<file path="src/rtl/regfile_wr_arbiter_if.sv">
// Register-file writeback bus: two push ports (A = ALU, B = load) and the write port.
// Latency: none, wiring only.
// Backpressure: a_ready/b_ready are driven by the arbiter from FIFO occupancy.
interface regfile_wr_arbiter_if #(
    parameter int AW = 5,
    parameter int DW = 32
);
    logic          a_valid;
    logic          a_ready;
    logic [AW-1:0] a_addr;
    logic [DW-1:0] a_data;
    logic          b_valid;
    logic          b_ready;
    logic [AW-1:0] b_addr;
    logic [DW-1:0] b_data;
    logic [AW-1:0] write_reg;
    logic [DW-1:0] write_data;
    logic          RegWrite;
    logic [31:0]   pending_mask;

    modport master (
        output a_valid, a_addr, a_data, b_valid, b_addr, b_data,
        input  a_ready, b_ready, write_reg, write_data, RegWrite, pending_mask
    );

    modport slave (
        input  a_valid, a_addr, a_data, b_valid, b_addr, b_data,
        output a_ready, b_ready, write_reg, write_data, RegWrite, pending_mask
    );
endinterface

</file>
<file path="src/rtl/regfile_wr_arbiter.sv">
// Generic FIFO that also exposes every slot and its occupancy for hazard tracking.
// Latency: push visible at head one cycle later.
// Backpressure: full asserted at DEPTH entries; caller must not push when full or pop when empty.
module wr_fifo #(
    parameter int DEPTH = 2,
    parameter int W     = 8
) (
    input  logic             clk,
    input  logic             rst_n,
    input  logic             push,
    input  logic [W-1:0]     push_dat,
    input  logic             pop,
    output logic [W-1:0]     head_dat,
    output logic             empty,
    output logic             full,
    output logic [W-1:0]     ent_dat [DEPTH],
    output logic [DEPTH-1:0] ent_vld
);
    localparam int PW = $clog2(DEPTH);
    localparam int CW = PW + 1;

    logic [W-1:0]  mem [DEPTH];
    logic [PW-1:0] rd_ptr;
    logic [PW-1:0] wr_ptr;
    logic [CW-1:0] cnt;
    logic [PW-1:0] off;

    always_ff @(posedge clk or negedge rst_n) begin
        if (!rst_n) begin
            rd_ptr <= '0;
            wr_ptr <= '0;
            cnt    <= '0;
        end else begin
            if (push) wr_ptr <= wr_ptr + PW'(1);
            if (pop)  rd_ptr <= rd_ptr + PW'(1);
            cnt <= cnt + CW'(push) - CW'(pop);
        end
    end

    always_ff @(posedge clk) begin
        if (push) mem[wr_ptr] <= push_dat;
    end

    assign empty    = (cnt == '0);
    assign full     = (cnt == CW'(DEPTH));
    assign head_dat = mem[rd_ptr];
    assign ent_dat  = mem;

    // A slot is live when its distance from the read pointer is below the count.
    always_comb begin
        ent_vld = '0;
        off     = '0;
        for (int i = 0; i < DEPTH; i++) begin
            off        = PW'(i) - rd_ptr;
            ent_vld[i] = ({1'b0, off} < cnt);
        end
    end
endmodule

// Shares the register-file write port between ALU (A) and load (B) writebacks.
// Latency: push at edge N, RegWrite high N+1..N+2, register file writes at edge N+2.
// Backpressure: a_ready/b_ready drop when that source's FIFO is full.
module regfile_wr_arbiter #(
    parameter int FIFO_DEPTH = 2,
    parameter int AW         = 5,
    parameter int DW         = 32
) (
    input  logic                 clk,
    input  logic                 rst_n,
    regfile_wr_arbiter_if.slave  bus
);
    localparam int EW = AW + DW;

    logic          a_push, b_push;
    logic          a_pop, b_pop;
    logic          a_empty, b_empty;
    logic          a_full, b_full;
    logic [EW-1:0] a_head, b_head;
    logic [EW-1:0] a_ent [FIFO_DEPTH];
    logic [EW-1:0] b_ent [FIFO_DEPTH];
    logic [FIFO_DEPTH-1:0] a_ent_vld, b_ent_vld;

    logic          last_grant_b;
    logic [EW-1:0] pop_dat;
    logic          popped;

    logic          reg_write_q;
    logic [AW-1:0] write_reg_q;
    logic [DW-1:0] write_data_q;
    logic [31:0]   mask;

    assign bus.a_ready = !a_full;
    assign bus.b_ready = !b_full;
    assign a_push      = bus.a_valid && !a_full;
    assign b_push      = bus.b_valid && !b_full;

    wr_fifo #(.DEPTH(FIFO_DEPTH), .W(EW)) u_fifo_a (
        .clk      (clk),
        .rst_n    (rst_n),
        .push     (a_push),
        .push_dat ({bus.a_addr, bus.a_data}),
        .pop      (a_pop),
        .head_dat (a_head),
        .empty    (a_empty),
        .full     (a_full),
        .ent_dat  (a_ent),
        .ent_vld  (a_ent_vld)
    );

    wr_fifo #(.DEPTH(FIFO_DEPTH), .W(EW)) u_fifo_b (
        .clk      (clk),
        .rst_n    (rst_n),
        .push     (b_push),
        .push_dat ({bus.b_addr, bus.b_data}),
        .pop      (b_pop),
        .head_dat (b_head),
        .empty    (b_empty),
        .full     (b_full),
        .ent_dat  (b_ent),
        .ent_vld  (b_ent_vld)
    );

    // On a tie the source that did not win the last contested grant goes first.
    assign a_pop   = !a_empty && (b_empty || last_grant_b);
    assign b_pop   = !b_empty && (a_empty || !last_grant_b);
    assign popped  = a_pop || b_pop;
    assign pop_dat = a_pop ? a_head : b_head;

    always_ff @(posedge clk or negedge rst_n) begin
        if (!rst_n) begin
            last_grant_b <= 1'b1;
            reg_write_q  <= 1'b0;
            write_reg_q  <= '0;
            write_data_q <= '0;
        end else begin
            if (!a_empty && !b_empty) last_grant_b <= b_pop;
            reg_write_q <= popped && (pop_dat[EW-1:DW] != '0);
            if (popped && (pop_dat[EW-1:DW] != '0)) begin
                write_reg_q  <= pop_dat[EW-1:DW];
                write_data_q <= pop_dat[DW-1:0];
            end
        end
    end

    assign bus.RegWrite   = reg_write_q;
    assign bus.write_reg  = write_reg_q;
    assign bus.write_data = write_data_q;

    always_comb begin
        mask = '0;
        for (int i = 0; i < FIFO_DEPTH; i++) begin
            if (a_ent_vld[i]) mask = mask | (32'd1 << a_ent[i][EW-1:DW]);
            if (b_ent_vld[i]) mask = mask | (32'd1 << b_ent[i][EW-1:DW]);
        end
        if (reg_write_q) mask = mask | (32'd1 << write_reg_q);
        mask[0] = 1'b0;
    end

    assign bus.pending_mask = mask;
endmodule
</file>
<file path="src/flat_wrapper.sv">
// flat-port wrapper written by rule: the top's interface ports become plain ports
module regfile_wr_arbiter_flat 
#(
    parameter int FIFO_DEPTH = 2,
    parameter int AW         = 5,
    parameter int DW         = 32
)
  (clk, rst_n, bus_a_valid, bus_a_addr, bus_a_data, bus_b_valid, bus_b_addr, bus_b_data, bus_a_ready, bus_b_ready, bus_write_reg, bus_write_data, bus_RegWrite, bus_pending_mask);
  regfile_wr_arbiter_if #(.AW(AW), .DW(DW)) bus_i ();
  input  logic clk;
  input  logic rst_n;
  input wire logic [$bits(bus_i.a_valid)-1:0] bus_a_valid;
  input wire logic [$bits(bus_i.a_addr)-1:0] bus_a_addr;
  input wire logic [$bits(bus_i.a_data)-1:0] bus_a_data;
  input wire logic [$bits(bus_i.b_valid)-1:0] bus_b_valid;
  input wire logic [$bits(bus_i.b_addr)-1:0] bus_b_addr;
  input wire logic [$bits(bus_i.b_data)-1:0] bus_b_data;
  output wire logic [$bits(bus_i.a_ready)-1:0] bus_a_ready;
  output wire logic [$bits(bus_i.b_ready)-1:0] bus_b_ready;
  output wire logic [$bits(bus_i.write_reg)-1:0] bus_write_reg;
  output wire logic [$bits(bus_i.write_data)-1:0] bus_write_data;
  output wire logic [$bits(bus_i.RegWrite)-1:0] bus_RegWrite;
  output wire logic [$bits(bus_i.pending_mask)-1:0] bus_pending_mask;
  assign bus_i.a_valid = bus_a_valid;
  assign bus_i.a_addr = bus_a_addr;
  assign bus_i.a_data = bus_a_data;
  assign bus_i.b_valid = bus_b_valid;
  assign bus_i.b_addr = bus_b_addr;
  assign bus_i.b_data = bus_b_data;
  assign bus_a_ready = bus_i.a_ready;
  assign bus_b_ready = bus_i.b_ready;
  assign bus_write_reg = bus_i.write_reg;
  assign bus_write_data = bus_i.write_data;
  assign bus_RegWrite = bus_i.RegWrite;
  assign bus_pending_mask = bus_i.pending_mask;
  regfile_wr_arbiter #(.FIFO_DEPTH(FIFO_DEPTH), .AW(AW), .DW(DW)) u_core (.clk(clk), .rst_n(rst_n), .bus(bus_i));
endmodule
</file>
<file path="config.mk">
export PLATFORM = sky130hd
export DESIGN_NAME = regfile_wr_arbiter_flat
export DESIGN_NICKNAME = d
export VERILOG_FILES = /design/src/rtl/regfile_wr_arbiter_if.sv /design/src/rtl/regfile_wr_arbiter.sv /design/src/flat_wrapper.sv
export SDC_FILE = /design/constraint.sdc
export NUM_CORES = 1
export LEC_CHECK = 0
export ABC_AREA = 1
export CORE_MARGIN = 2
export CORE_UTILIZATION = 58
export CTS_CLUSTER_DIAMETER = 150
export CTS_CLUSTER_SIZE = 8
export DETAILED_ROUTE_END_ITERATION = 10
export PLACE_DENSITY = 0.86
export SETUP_SLACK_MARGIN = 0.02
export SYNTH_ARGS = -nofsm -noshare
export SYNTH_HDL_FRONTEND = slang
export SYNTH_SLANG_ARGS = --single-unit
</file>
<file path="constraint.sdc">
create_clock -name clk -period 4.9 [get_ports clk]
set_clock_uncertainty 0.15 [all_clocks]
set_input_delay 0.735 -clock clk [delete_from_list [all_inputs] [get_ports clk]]
set_output_delay 0.735 -clock clk [all_outputs]
set_load 0.01 [all_outputs]
</file>
== After elaboration in Yosys (flattened, before gate mapping) ==
Cells that the tools add are included.
W data, S select, Z words.

* Add/sub/neg operators: 12
* Order comparisons: 10
* Equality and inequality tests: 2
* Shift-type cells: 5
* Multiplexer cells: 18
* Bitwise logic cells: 8
* Reductions and logical operators: 19

{| class="wikitable"
|+ Operators with widths
! cell !! count
|-
| $mux W37 || 9
|-
| $mux W32 || 5
|-
| $shl A1 B5 Y32 const A || 5
|-
| $bwmux W74 || 2
|-
| $or A32 B32 Y32 || 4
|-
| $demux W37 S1 || 2
|-
| $ge A2 B2 Y1 const B || 4
|-
| $logic_and A1 B1 Y1 || 8
|-
| $lt A1 B2 Y1 || 4
|-
| $not A1 Y2 || 4
|-
| $logic_not A1 Y1 || 5
|-
| $reduce_bool A5 Y1 || 1
|-
| $add A1 B1 Y1 const B || 4
|-
| $add A2 B1 Y2 || 2
|-
| $eq A2 B2 Y1 const B || 2
|-
| $logic_not A2 Y1 || 2
|-
| $lt A2 B1 Y1 const B || 2
|-
| $sub A1 B1 Y1 const A || 4
|-
| $sub A2 B1 Y2 || 2
|-
| $logic_or A1 B1 Y1 || 3
|}

* Register bits after elaboration: 195
* Output and inout bits: 72
* Word-level logic and storage cells: 88

== Depth between registers and ports, before layout ==
Gate-level depths: netlist of the first run.

* Depth after elaboration: 11
* Mapped depth: 13
* Gate-level depth less buffers: 11

== Hierarchy ==
A second synthesis of the first run with hierarchy kept.

* Cell total of the unflattened synthesis: 1,055
* Area, all modules: 9,570.4 µm²

{| class="wikitable"
|+ Modules (own cells, without submodules)
! module !! instances !! cells each !! area each (µm²) !! sequential area each (µm²)
|-
| wr_fifo || 2 || 221 || 2,917.8 || 2,322.2
|-
| regfile_wr_arbiter || 1 || 613 || 3,734.8 || 977.2
|}

== Worst setup path after synthesis of the first run ==
OpenSTA, ideal clock, no wires.

* Path type: input -> register
* From: input bus_b_valid
* To: register u_core.u_fifo_b.mem, in the netlist u_core.u_fifo_b.ent_dat[0] (enable)
* Setup time: 433 ps
* Data arrival time: 2,412 ps
* Data required time: 4,317 ps
* Path slack: 1,905 ps
* Stages: 2
* Path buffers: 0
* Cells stage by stage: nand2_1 nor2_1

* Longest elaborated chain between the ends: 1

{| class="wikitable"
|+ RTL lines
! what !! line !! text
|-
| from (decl) || flat_wrapper.sv:15 || <nowiki>input wire logic [$bits(bus_i.b_valid)-1:0] bus_b_valid;</nowiki>
|-
| $logic_and A1 B1 Y1 || regfile_wr_arbiter.sv:95 || <nowiki>assign b_push = bus.b_valid && !b_full;</nowiki>
|-
| to (signal, indexed assignment) || regfile_wr_arbiter.sv:41 || <nowiki>if (push) mem[wr_ptr] <= push_dat;</nowiki>
|-
| to (decl) || regfile_wr_arbiter.sv:22 || <nowiki>logic [W-1:0] mem [DEPTH];</nowiki>
|}

No other way between the ends.
A chain may end at the register's enable or synchronous reset.

== Worst setup path in the final report of the first run ==
* From: register u_core.u_fifo_b.rd_ptr
* To: output bus_pending_mask[22]

* Longest elaborated chain between the ends: 9
* Elaborated cells between the ends (all ways): 11
* Those cells by class: add/sub: 2; order compare: 2; mux: 4; bitwise: 3

{| class="wikitable"
|+ RTL lines
! what !! line !! text
|-
| from (decl) || regfile_wr_arbiter.sv:23 || <nowiki>logic [PW-1:0] rd_ptr;</nowiki>
|-
| from (signal assigned) || regfile_wr_arbiter.sv:35 || <nowiki>if (pop) rd_ptr <= rd_ptr + PW'(1);</nowiki>
|-
| $sub A1 B1 Y1 || regfile_wr_arbiter.sv:54 || <nowiki>off = PW'(i) - rd_ptr;</nowiki>
|-
| $lt A1 B2 Y1 || regfile_wr_arbiter.sv:55 || <nowiki>ent_vld[i] = ({1'b0, off} < cnt);</nowiki>
|-
| $mux W32 || regfile_wr_arbiter.sv:153 || <nowiki>if (b_ent_vld[i]) mask = mask | (32'd1 << b_ent[i][EW-1:DW]);</nowiki>
|-
| $or A32 B32 Y32 || regfile_wr_arbiter.sv:152 || <nowiki>if (a_ent_vld[i]) mask = mask | (32'd1 << a_ent[i][EW-1:DW]);</nowiki>
|-
| $mux W32 || regfile_wr_arbiter.sv:152 ||
|-
| $or A32 B32 Y32 || regfile_wr_arbiter.sv:153 ||
|-
| $mux W32 * || regfile_wr_arbiter.sv:153 ||
|-
| $or A32 B32 Y32 || regfile_wr_arbiter.sv:155 || <nowiki>if (reg_write_q) mask = mask | (32'd1 << write_reg_q);</nowiki>
|-
| $mux W32 * || regfile_wr_arbiter.sv:155 ||
|-
| to (decl) || flat_wrapper.sv:23 || <nowiki>output wire logic [$bits(bus_i.pending_mask)-1:0] bus_pending_mask;</nowiki>
|}

Mark *: on every way between the ends. The rest lies on a longest branch, timed or not.

==> flow_summary_export.csv, run 1 <==
group,metric,value,unit
clock_network,cts_setup_buffers,0,
sta,slew_headroom,17.6,%
detailed_routing,drc,0,
clock_network,holdBufCountCts,0,
worst_setup_path,start_kind,"flop",
synth,yosysWarnings,0,
power,power_density,695,nW/um^2
cells_and_area,mostFrequentLayoutCells,"nand2_1, edfxtp_1, clkdlybuf4s50_1",
synth,synthAdderAreaFrac,0.549,%
worst_setup_path,crit_path_max_fanout,44,
clock_network,cts_tree,"yes",
synth,syn_inst,949,
global_routing,grt_pass1_vias,7944,
synth,synth_flop_cell,"edfxtp_1",
worst_setup_path,crit_path_top_delay_cell,"dfrtp_2",
worst_setup_path,worstPathCellList,"a21oi_1, nor2_2, nand2_1, inv_1, a22oi_1, o211ai_1, clkdlybuf4s50_1",
worst_setup_path,crit_path_end_kind,"primary output",
global_routing,grt-busiest-layer,"met2",
detailed_routing,wirelength,29600,microns
worst_setup_path,crit_required,4010,ps
cells_and_area,diodes,0,
sta,finalSetupViolations,0,
global_routing,grt_pass1_wl,44400,microns
power,power.leakage,4.56,nW
global_routing,met3_usage,6.90,%
clock_network,clockBufferDepth,2,
synth,synth_compound_area_share,7.81,%
floorplan,die_h,129,microns
cells_and_area,area_delta_synth_final,24.2,%
clock_network,postCtsResizedCells,0,
global_routing,grtUsageTotal,36.0,%
floorplan,initial_utilization,59.7,%
synth,synth_edf_count,148,
cells_and_area,final_common_cell,"nand2_1",
detailed_routing,firstDrtPassIters,6,
synth,synthMuxAreaShare,0,%
global_routing,grt_max_degree,72,
global_routing,grt_use_met1,47.0,%
clock_network,clock_sinks,195,
synth,synth-seq-cells,195,
cells_and_area,fin_util,74.1,%
synth,async_flop_share,24.1,%
sta,fmax,241,MHz
synth,syn_area,9110,sq um
sta,fin_crit_sh,84.7,%
clock_network,cts_htree_levels,4,
sta,final_max_slew_viol_count,0,
worst_setup_path,r2r-start,"u_core.u_fifo_b.rd_ptr",
placement,dpl.hpwl,19200,microns
synth,synth_simple_gate_area_share,24.6,%
worst_setup_path,criticalPathCategory,"reg2out",
outcome,status,"completed",
clock_network,cts_buffers,17,
cells_and_area,fillers,966,
sta,hold_violations,0,
floorplan,pin_count,150,
worst_hold_path,min_path_type,"in2async",
detailed_routing,drt_iter0_markers,1207,
floorplan,rows,45,
detailed_routing,postRouteAntennaNets,0,
sta,rsz0062_at_grt,"no",
worst_setup_path,startpoint,"u_core.u_fifo_b.rd_ptr",
sta,fin_setup_tns,0,ps
sta,fin_ws,749,ps
clock_network,clockRootBuffer,"clkbuf_16",
cells_and_area,drive_gt1_share,5.74,%
placement,place.port_buffers,148,
global_routing,antenna_found_initial,0,
run,maxCapViolations,0,
synth,synth-xor-area-share,0.577,%
synth,yosysUniqueCellTypes,39,
detailed_routing,wl_per_cell,22.7,microns
placement,dp_slack,1300,ps
synth,synth.avg_cell_area,9.60,sq um
floorplan,die_width,129,microns
floorplan,die-area,16700,sq um
detailed_routing,via_per_inst,6.21,
placement,gp_routability_congestion,1.01,
synth,synth_top_family_by_area,"simple AND/OR/NAND/NOR gates",
cells_and_area,final_nets,1166,
worst_setup_path,slowest_delay,1010,ps
global_routing,met2_usage,58.4,%
clock_network,path_clk_slew,80,ps
clock_network,clkLatencyLatePin,440,ps
floorplan,core,15300,sq um
synth,synth_fp_nets,1031,
synth,yosysSeqAreaShare,61.7,%
worst_setup_path,cp_data_arrival_time,3270,ps
sta,fin_worst_hold_slack,250,ps
detailed_routing,via_count,8129,
global_routing,gr-total-overflow,0,
sta,period_needed,4150,ps
sta,tightest_slew,1230,ps
power,ir_worst_vdd,461,uV
## cell type report
class                   count  area, sq um  area share, %
flip-flops and latches    195         5620           49.7
clock buffers              19          433           3.83
clock inverters            13          139           1.23
inverters                  62          233           2.06
multi-input cells         653         3090           27.3
repair buffers            155         1530           13.5
well taps                 211          264           2.33
## report_power, final
group          internal, mW  switching [mW]
logic                  1.26            2.47
registers              2.36           0.398
clock network         0.681           0.692
## layer usage
metal	part of all wire, %	vias up
met5	0	-
li1	-	3551
met4	4.7	0
met3	10	120
met1	37	3798
met2	48	660
## cell families (layout without fill, tap and decap cells)
group,after synthesis,count (layout)
compound gates,107,107
xor+xnor,6,6
fa+ha+maj,4,4
buf+inv,101,249
flops,195,195
other cells,1,1
simple gates,535,535
## critical path, delay by kind of cell, from the launching register on
family / cells / cell delay (ps)
buf+inv: 2 / 810
compound gates: 3 / 510
flops: 1 / 1010
simple gates: 2 / 510
## path summary, 6_finish.rpt
kind,slack [ps],depth (start not counted),to
setup / recovery,750,7,bus_pending_mask[22]
hold / removal,250,2,u_core.bus.write_data[27]
setup reg to reg,1190,11,u_core.bus.write_data[16]
max in group asynchronous,3820,2,u_core.u_fifo_b.rd_ptr
min in group clk,320,2,u_core.bus.write_data[28]
hold reg to reg,320,2,u_core.bus.write_data[28]
## cells in the mapped netlist (2+ instances only)
cell | count | area, sq um
clkinv_1 | 6 | 22.5
a22oi_1 | 27 | 203
o2111ai_1 | 3 | 26.3
ha_1 | 4 | 50.1
nand2_1 | 315 | 1180
a31oi_1 | 34 | 213
buf_2 | 9 | 45.0
nand2_4 | 2 | 22.5
inv_2 | 5 | 18.8
o21ai_2 | 2 | 17.5
nor3_1 | 21 | 105
nor2_1 | 79 | 297
buf_4 | 2 | 15.0
edfxtp_1 | 148 | 4440
nor4_1 | 6 | 37.5
o21ai_0 | 5 | 25.0
nor2_2 | 5 | 31.3
o21ai_1 | 3 | 15.0
a21oi_1 | 16 | 80.1
nand3_1 | 89 | 445
o211ai_1 | 11 | 82.6
inv_1 | 51 | 191
a32oi_1 | 2 | 17.5
xor2_1 | 4 | 35.0
nand4_1 | 13 | 81.3
nand2_2 | 2 | 12.5
clkbuf_1 | 24 | 90.1
dfrtp_1 | 46 | 1150
buf_6 | 4 | 45.0
xnor2_1 | 2 | 17.5
## metrics by stage
stage	area [sq um]	power (mW)	cells
final	11300	7.86	1308
after global routing	11300	8.21	1308
after CTS	11300	7.74	1308
after detailed placement	10700	6.30	1276
after global placement	10700	6.11	1276
after floorplan	9110	4.90	949
Note: power is estimated with default switching activity, not from simulation.
==> run 2: changes to the inputs <==
--- a/config.mk
+++ b/config.mk
@@ -7,11 +7,11 @@
 export LEC_CHECK = 0
 export ABC_AREA = 1
 export CORE_MARGIN = 2
-export CORE_UTILIZATION = 58
+export CORE_UTILIZATION = 48
 export CTS_CLUSTER_DIAMETER = 150
 export CTS_CLUSTER_SIZE = 8
 export DETAILED_ROUTE_END_ITERATION = 10
-export PLACE_DENSITY = 0.86
+export PLACE_DENSITY = 0.76
 export SETUP_SLACK_MARGIN = 0.02
 export SYNTH_ARGS = -nofsm -noshare
 export SYNTH_HDL_FRONTEND = slang
==> constraint.sdc (replaced) <==
create_clock -name clk -period 3.5 [get_ports clk]
set_clock_uncertainty 0.15 [all_clocks]
set_input_delay 0.525 -clock clk [delete_from_list [all_inputs] [get_ports clk]]
set_output_delay 0.525 -clock clk [all_outputs]
set_load 0.01 [all_outputs]
==> flow_summary_export.csv, run 2 (same netlist as run 1, synthesis figures left out) <==
group,metric,value,unit
outcome,status,"complete, but fails checks",
outcome,violations,"negative hold slack",
floorplan,die_h,142,microns
global_routing,grt_max_degree,48,
cells_and_area,multi_input_area,3090,sq um
clock_network,cts_setup_buffers,0,
detailed_routing,via_per_inst,5.69,
clock_network,holdBufCountCts,0,
detailed_routing,postRouteAntennaNets,0,
floorplan,pin_count,150,
floorplan,rows,50,
floorplan,die_width,142,microns
global_routing,grtUsageTotal,26.9,%
cells_and_area,area_delta_synth_final,26.1,%
global_routing,gr-total-overflow,0,
worst_setup_path,crit_path_end_kind,"primary output",
power,power_density,936,nW/um^2
sta,fin_setup_tns,0,ps
clock_network,clockBufferDepth,2,
detailed_routing,firstDrtPassIters,6,
worst_setup_path,r2r-start,"u_core.u_fifo_a.rd_ptr",
detailed_routing,drt_iter0_markers,723,
worst_setup_path,startpoint,"u_core.u_fifo_b.cnt[0]",
worst_setup_path,criticalPathCategory,"reg2out",
clock_network,clockRootBuffer,"clkbuf_16",
clock_network,clock_sinks,195,
cells_and_area,seqCellArea,5620,sq um
clock_network,clkLatencyLatePin,440,ps
worst_setup_path,start_kind,"flop",
sta,period_needed,3270,ps
cells_and_area,diodes,0,
cells_and_area,mostFrequentLayoutCells,"nand2_1, edfxtp_1, clkdlybuf4s50_1",
sta,fmax,306,MHz
sta,tightest_slew,777,ps
global_routing,grt_pass1_vias,7230,
floorplan,core,18600,sq um
run,maxCapViolations,0,
worst_setup_path,r2r_end,"u_core.bus.write_data[0]",
clock_network,cts_tree,"yes",
detailed_routing,wl_per_cell,19.8,microns
global_routing,antenna_found_initial,0,
detailed_routing,wirelength,26600,microns
sta,finalSetupViolations,0,
sta,rsz0062_at_grt,"no",
cells_and_area,final_common_cell,"nand2_1",
detailed_routing,drc,0,
worst_setup_path,r2r_slack,730,ps
worst_setup_path,cp_data_arrival_time,2600,ps
cells_and_area,finalInstanceArea,11500,sq um
floorplan,die-area,20100,sq um
placement,gp_routability_congestion,0.958,
sta,final_max_slew_viol_count,0,
cells_and_area,final_nets,1179,
worst_setup_path,r2r_cells,12,
detailed_routing,via_count,7646,
worst_hold_path,min_path_type,"in2async",
sta,fin_worst_hold_slack,-1.97,ps
sta,hold_violations,1,
placement,place.port_buffers,148,
placement,dpl.hpwl,19100,microns
clock_network,cts_htree_levels,4,
worst_setup_path,crit_path_max_fanout,9,
placement,dpl_cell_area,10900,sq um
placement,dp_slack,687,ps
global_routing,grt_pass1_wl,40400,microns
cells_and_area,fillers,1539,
clock_network,path_clk_slew,80,ps
power,power.leakage,4.65,nW
worst_setup_path,crit_required,2820,ps
sta,fin_crit_sh,93.5,%
clock_network,cts_buffers,17,
floorplan,initial_utilization,48.9,%
cells_and_area,drive_gt1_share,7.12,%
power,ir_worst_vdd,771,uV
sta,fin_ws,227,ps
sta,slew_headroom,48.2,%
clock_network,postCtsResizedCells,0,
## run 2: changes by cell type in the layout (fill, tap and decap cells not counted), sizes merged
cell      before  now
clkbuf        19   17
buf            8   21
clkinvlp       2    1
clkinv        10   11
inv           63   65
## run 2: how the worst max path moves through the flow
stage	end	slack, ps	cells past startpoint
2_1_floorplan	u_core.u_fifo_b.ent_dat[0]	640	4
5_1_grt	bus_pending_mask[16]	70	8
4_1_cts	bus_pending_mask[16]	220	8
6_report	bus_pending_mask[16]	230	8
3_5_place_dp	bus_pending_mask[16]	690	8
3_3_place_gp	bus_pending_mask[16]	660	8
## run 2: power breakdown
| group | total, mW | leakage (nW) | switching, mW | internal [mW] |
|---|---|---|---|---|
| combinational | 5.15 | 2.43 | 3.30 | 1.85 |
| clock | 1.93 | 0.291 | 0.958 | 0.973 |
| sequential | 3.68 | 1.93 | 0.386 | 3.29 |
## run 2: layout make-up
type,instances,share of cell area (%)
Clock buffer,17,3.70
Clock inverter,15,1.52
Inverter,62,2.02
Multi-Input combinational cell,653,26.9
Sequential cell,195,48.9
Tap cell,234,2.55
Timing Repair Buffer,168,14.4
## run 2: per-stage QoR
stage	utilization [%]	power (mW)	hold slack, ps	std cells
after floorplan	-	6.86	79.4	949
after global placement	58.4	8.74	308	1312
after detailed placement	58.4	8.86	314	1312
after CTS	61.7	10.8	17.1	1344
after global routing	61.7	11.5	46.3	1344
final	61.7	10.8	-1.97	1344
## run 2: metal layers
metal	vias up	part of all wire [%]	GRT usage [%]
met2	414	47	42.0
li1	3573	-	-
met3	64	9.0	6.58
met5	-	0	0
met1	3595	41	36.4
met4	0	3.0	11.1
## run 2: worst max-delay path, stage by stage, from the launching register on
cell and delay, ps:
dfrtp_1 410, inv_2 80, o21ai_2 200, inv_1 120
nor2_4 220, nand2_1 220, o21a_1 220, o211ai_1 110
clkdlybuf4s50_1 570
==> run 3: changes to the inputs <==
--- a/config.mk
+++ b/config.mk
@@ -11,8 +11,10 @@
 export CTS_CLUSTER_DIAMETER = 150
 export CTS_CLUSTER_SIZE = 8
 export DETAILED_ROUTE_END_ITERATION = 10
+export HOLD_SLACK_MARGIN = 0.08
 export PLACE_DENSITY = 0.76
 export SETUP_SLACK_MARGIN = 0.02
+export SLEW_MARGIN = 10
 export SYNTH_ARGS = -nofsm -noshare
 export SYNTH_HDL_FRONTEND = slang
 export SYNTH_SLANG_ARGS = --single-unit
==> flow_summary_export.csv, run 3 (same netlist as run 1, synthesis figures left out) <==
group,metric,value,unit
sta,rsz0062_at_grt,"no",
clock_network,clockRootBuffer,"clkbuf_16",
run,maxCapViolations,0,
worst_setup_path,cp_data_arrival_time,2610,ps
cells_and_area,seqCellArea,5620,sq um
floorplan,die-area,20100,sq um
clock_network,clkLatencyLatePin,440,ps
clock_network,clock_sinks,195,
detailed_routing,drc,0,
cells_and_area,multi_input_area,3090,sq um
worst_setup_path,criticalPathCategory,"reg2out",
sta,period_needed,3280,ps
global_routing,grtUsageTotal,26.9,%
cells_and_area,final_nets,1180,
cells_and_area,instances_no_fill,1345,
global_routing,grt_pass1_vias,7234,
detailed_routing,via_count,7612,
worst_setup_path,r2r-start,"u_core.u_fifo_a.rd_ptr",
worst_hold_path,min_path_type,"reg2reg",
outcome,status,"completed",
worst_setup_path,r2r_cells,12,
clock_network,cts_tree,"yes",
detailed_routing,firstDrtPassIters,7,
clock_network,cts_htree_levels,4,
clock_network,postCtsResizedCells,0,
global_routing,antenna_found_initial,0,
sta,finalSetupViolations,0,
worst_setup_path,r2r_end,"u_core.bus.write_data[0]",
power,ir_worst_vdd,771,uV
global_routing,gr-total-overflow,0,
cells_and_area,final_common_cell,"nand2_1",
floorplan,die_h,142,microns
floorplan,initial_utilization,48.9,%
floorplan,rows,50,
global_routing,grt_max_degree,48,
global_routing,grt_pass1_wl,40500,microns
clock_network,clockBufferDepth,2,
worst_setup_path,start_kind,"flop",
detailed_routing,postRouteAntennaNets,0,
sta,final_max_slew_viol_count,0,
cells_and_area,drive_gt1_share,7.11,%
floorplan,pin_count,150,
sta,fin_crit_sh,93.7,%
worst_setup_path,crit_path_end_kind,"primary output",
floorplan,core,18600,sq um
placement,place.port_buffers,148,
worst_setup_path,crit_end,"bus_pending_mask[16]",
power,finalPower,10.8,mW
detailed_routing,wirelength,26600,microns
placement,dp_cells,1312,
worst_setup_path,startpoint,"u_core.u_fifo_b.cnt[0]",
placement,gp_routability_congestion,0.958,
placement,dpl.hpwl,19100,microns
clock_network,path_clk_slew,80,ps
sta,hold_violations,0,
sta,slew_headroom,48.0,%
cells_and_area,diodes,0,
worst_setup_path,crit_path_max_fanout,9,
detailed_routing,drt_iter0_markers,739,
sta,fmax,305,MHz
detailed_routing,via_per_inst,5.66,
sta,fin_setup_tns,0,ps
cells_and_area,area_delta_synth_final,26.3,%
cells_and_area,fillers,1538,
clock_network,cts_buffers,17,
detailed_routing,wl_per_cell,19.8,microns
worst_setup_path,crit_required,2820,ps
cells_and_area,mostFrequentLayoutCells,"nand2_1, edfxtp_1, clkdlybuf4s50_1",
sta,tightest_slew,777,ps
clock_network,cts_setup_buffers,0,
worst_setup_path,r2r_slack,730,ps
floorplan,die_width,142,microns
power,power.leakage,4.66,nW
power,power_density,935,nW/um^2
## run 3: changes by cell type in the layout (fill, tap and decap cells not counted), sizes merged
| cell | change |
|---|---|
| dlygate4sd3 | +1 |
## run 3: timing repair
action / 4_1_cts / 5_1_grt
hold buffers: 1 / 0
setup endpoints to repair: 0 / 0
endpoints found under the hold margin: 29 / 0
## run 3: final cells by class
class / count / share of cell area (%)
flip-flops and latches: 195 / 48.9
multi-input cells: 653 / 26.9
repair buffers: 169 / 14.4
clock buffers: 17 / 3.70
well taps: 234 / 2.54
inverters: 62 / 2.02
clock inverters: 15 / 1.52
## run 3: worst min-delay path by stage
stage,startpoint,end,cells past startpoint
finish,u_core.bus.write_data[21],u_core.bus.write_data[21],2
global route,u_core.bus.write_data[28],u_core.bus.write_data[28],2
CTS,u_core.bus.write_data[16],u_core.bus.write_data[16],2
detailed placement,u_core.bus.write_data[11],u_core.bus.write_data[11],2
global placement,u_core.bus.write_data[21],u_core.bus.write_data[21],2
floorplan,rst_n,u_core.bus.RegWrite,0
## run 3: metrics by stage
step / util (%) / hold slack (ps) / cell area [sq um] / setup WS (ps)
2_1_floorplan: - / 79.4 / 9110 / 644
3_3_place_gp: 58.4 / 308 / 10900 / 661
3_5_place_dp: 58.4 / 314 / 10900 / 687
4_1_cts: 61.7 / 331 / 11500 / 220
5_1_grt: 61.7 / 356 / 11500 / 68.0
6_report: 61.7 / 331 / 11500 / 220
## run 3: worst max-delay path, cell delays in order (launching register included)
cell	delay, ps
dfrtp_1	410
inv_2	80
o21ai_2	210
inv_1	130
nor2_4	230
nand2_1	220
o21a_1	220
o211ai_1	110
clkdlybuf4s50_1	570
## run 3: metal layers
layer | vias to the layer above | global-route usage [%] | routed length [microns]
met5 | - | 0 | 0
met4 | 0 | 11.2 | 822
met3 | 62 | 6.41 | 2210
met2 | 401 | 42.0 | 12400
met1 | 3576 | 36.5 | 11100
li1 | 3573 | - | -
## run 3: where the power goes
part           internal [mW]  switching (mW)  leakage [nW]
Clock                  0.973           0.957         0.291
Sequential              3.29           0.388          1.93
Combinational           1.85            3.30          2.44
Total                   6.11            4.64          4.66
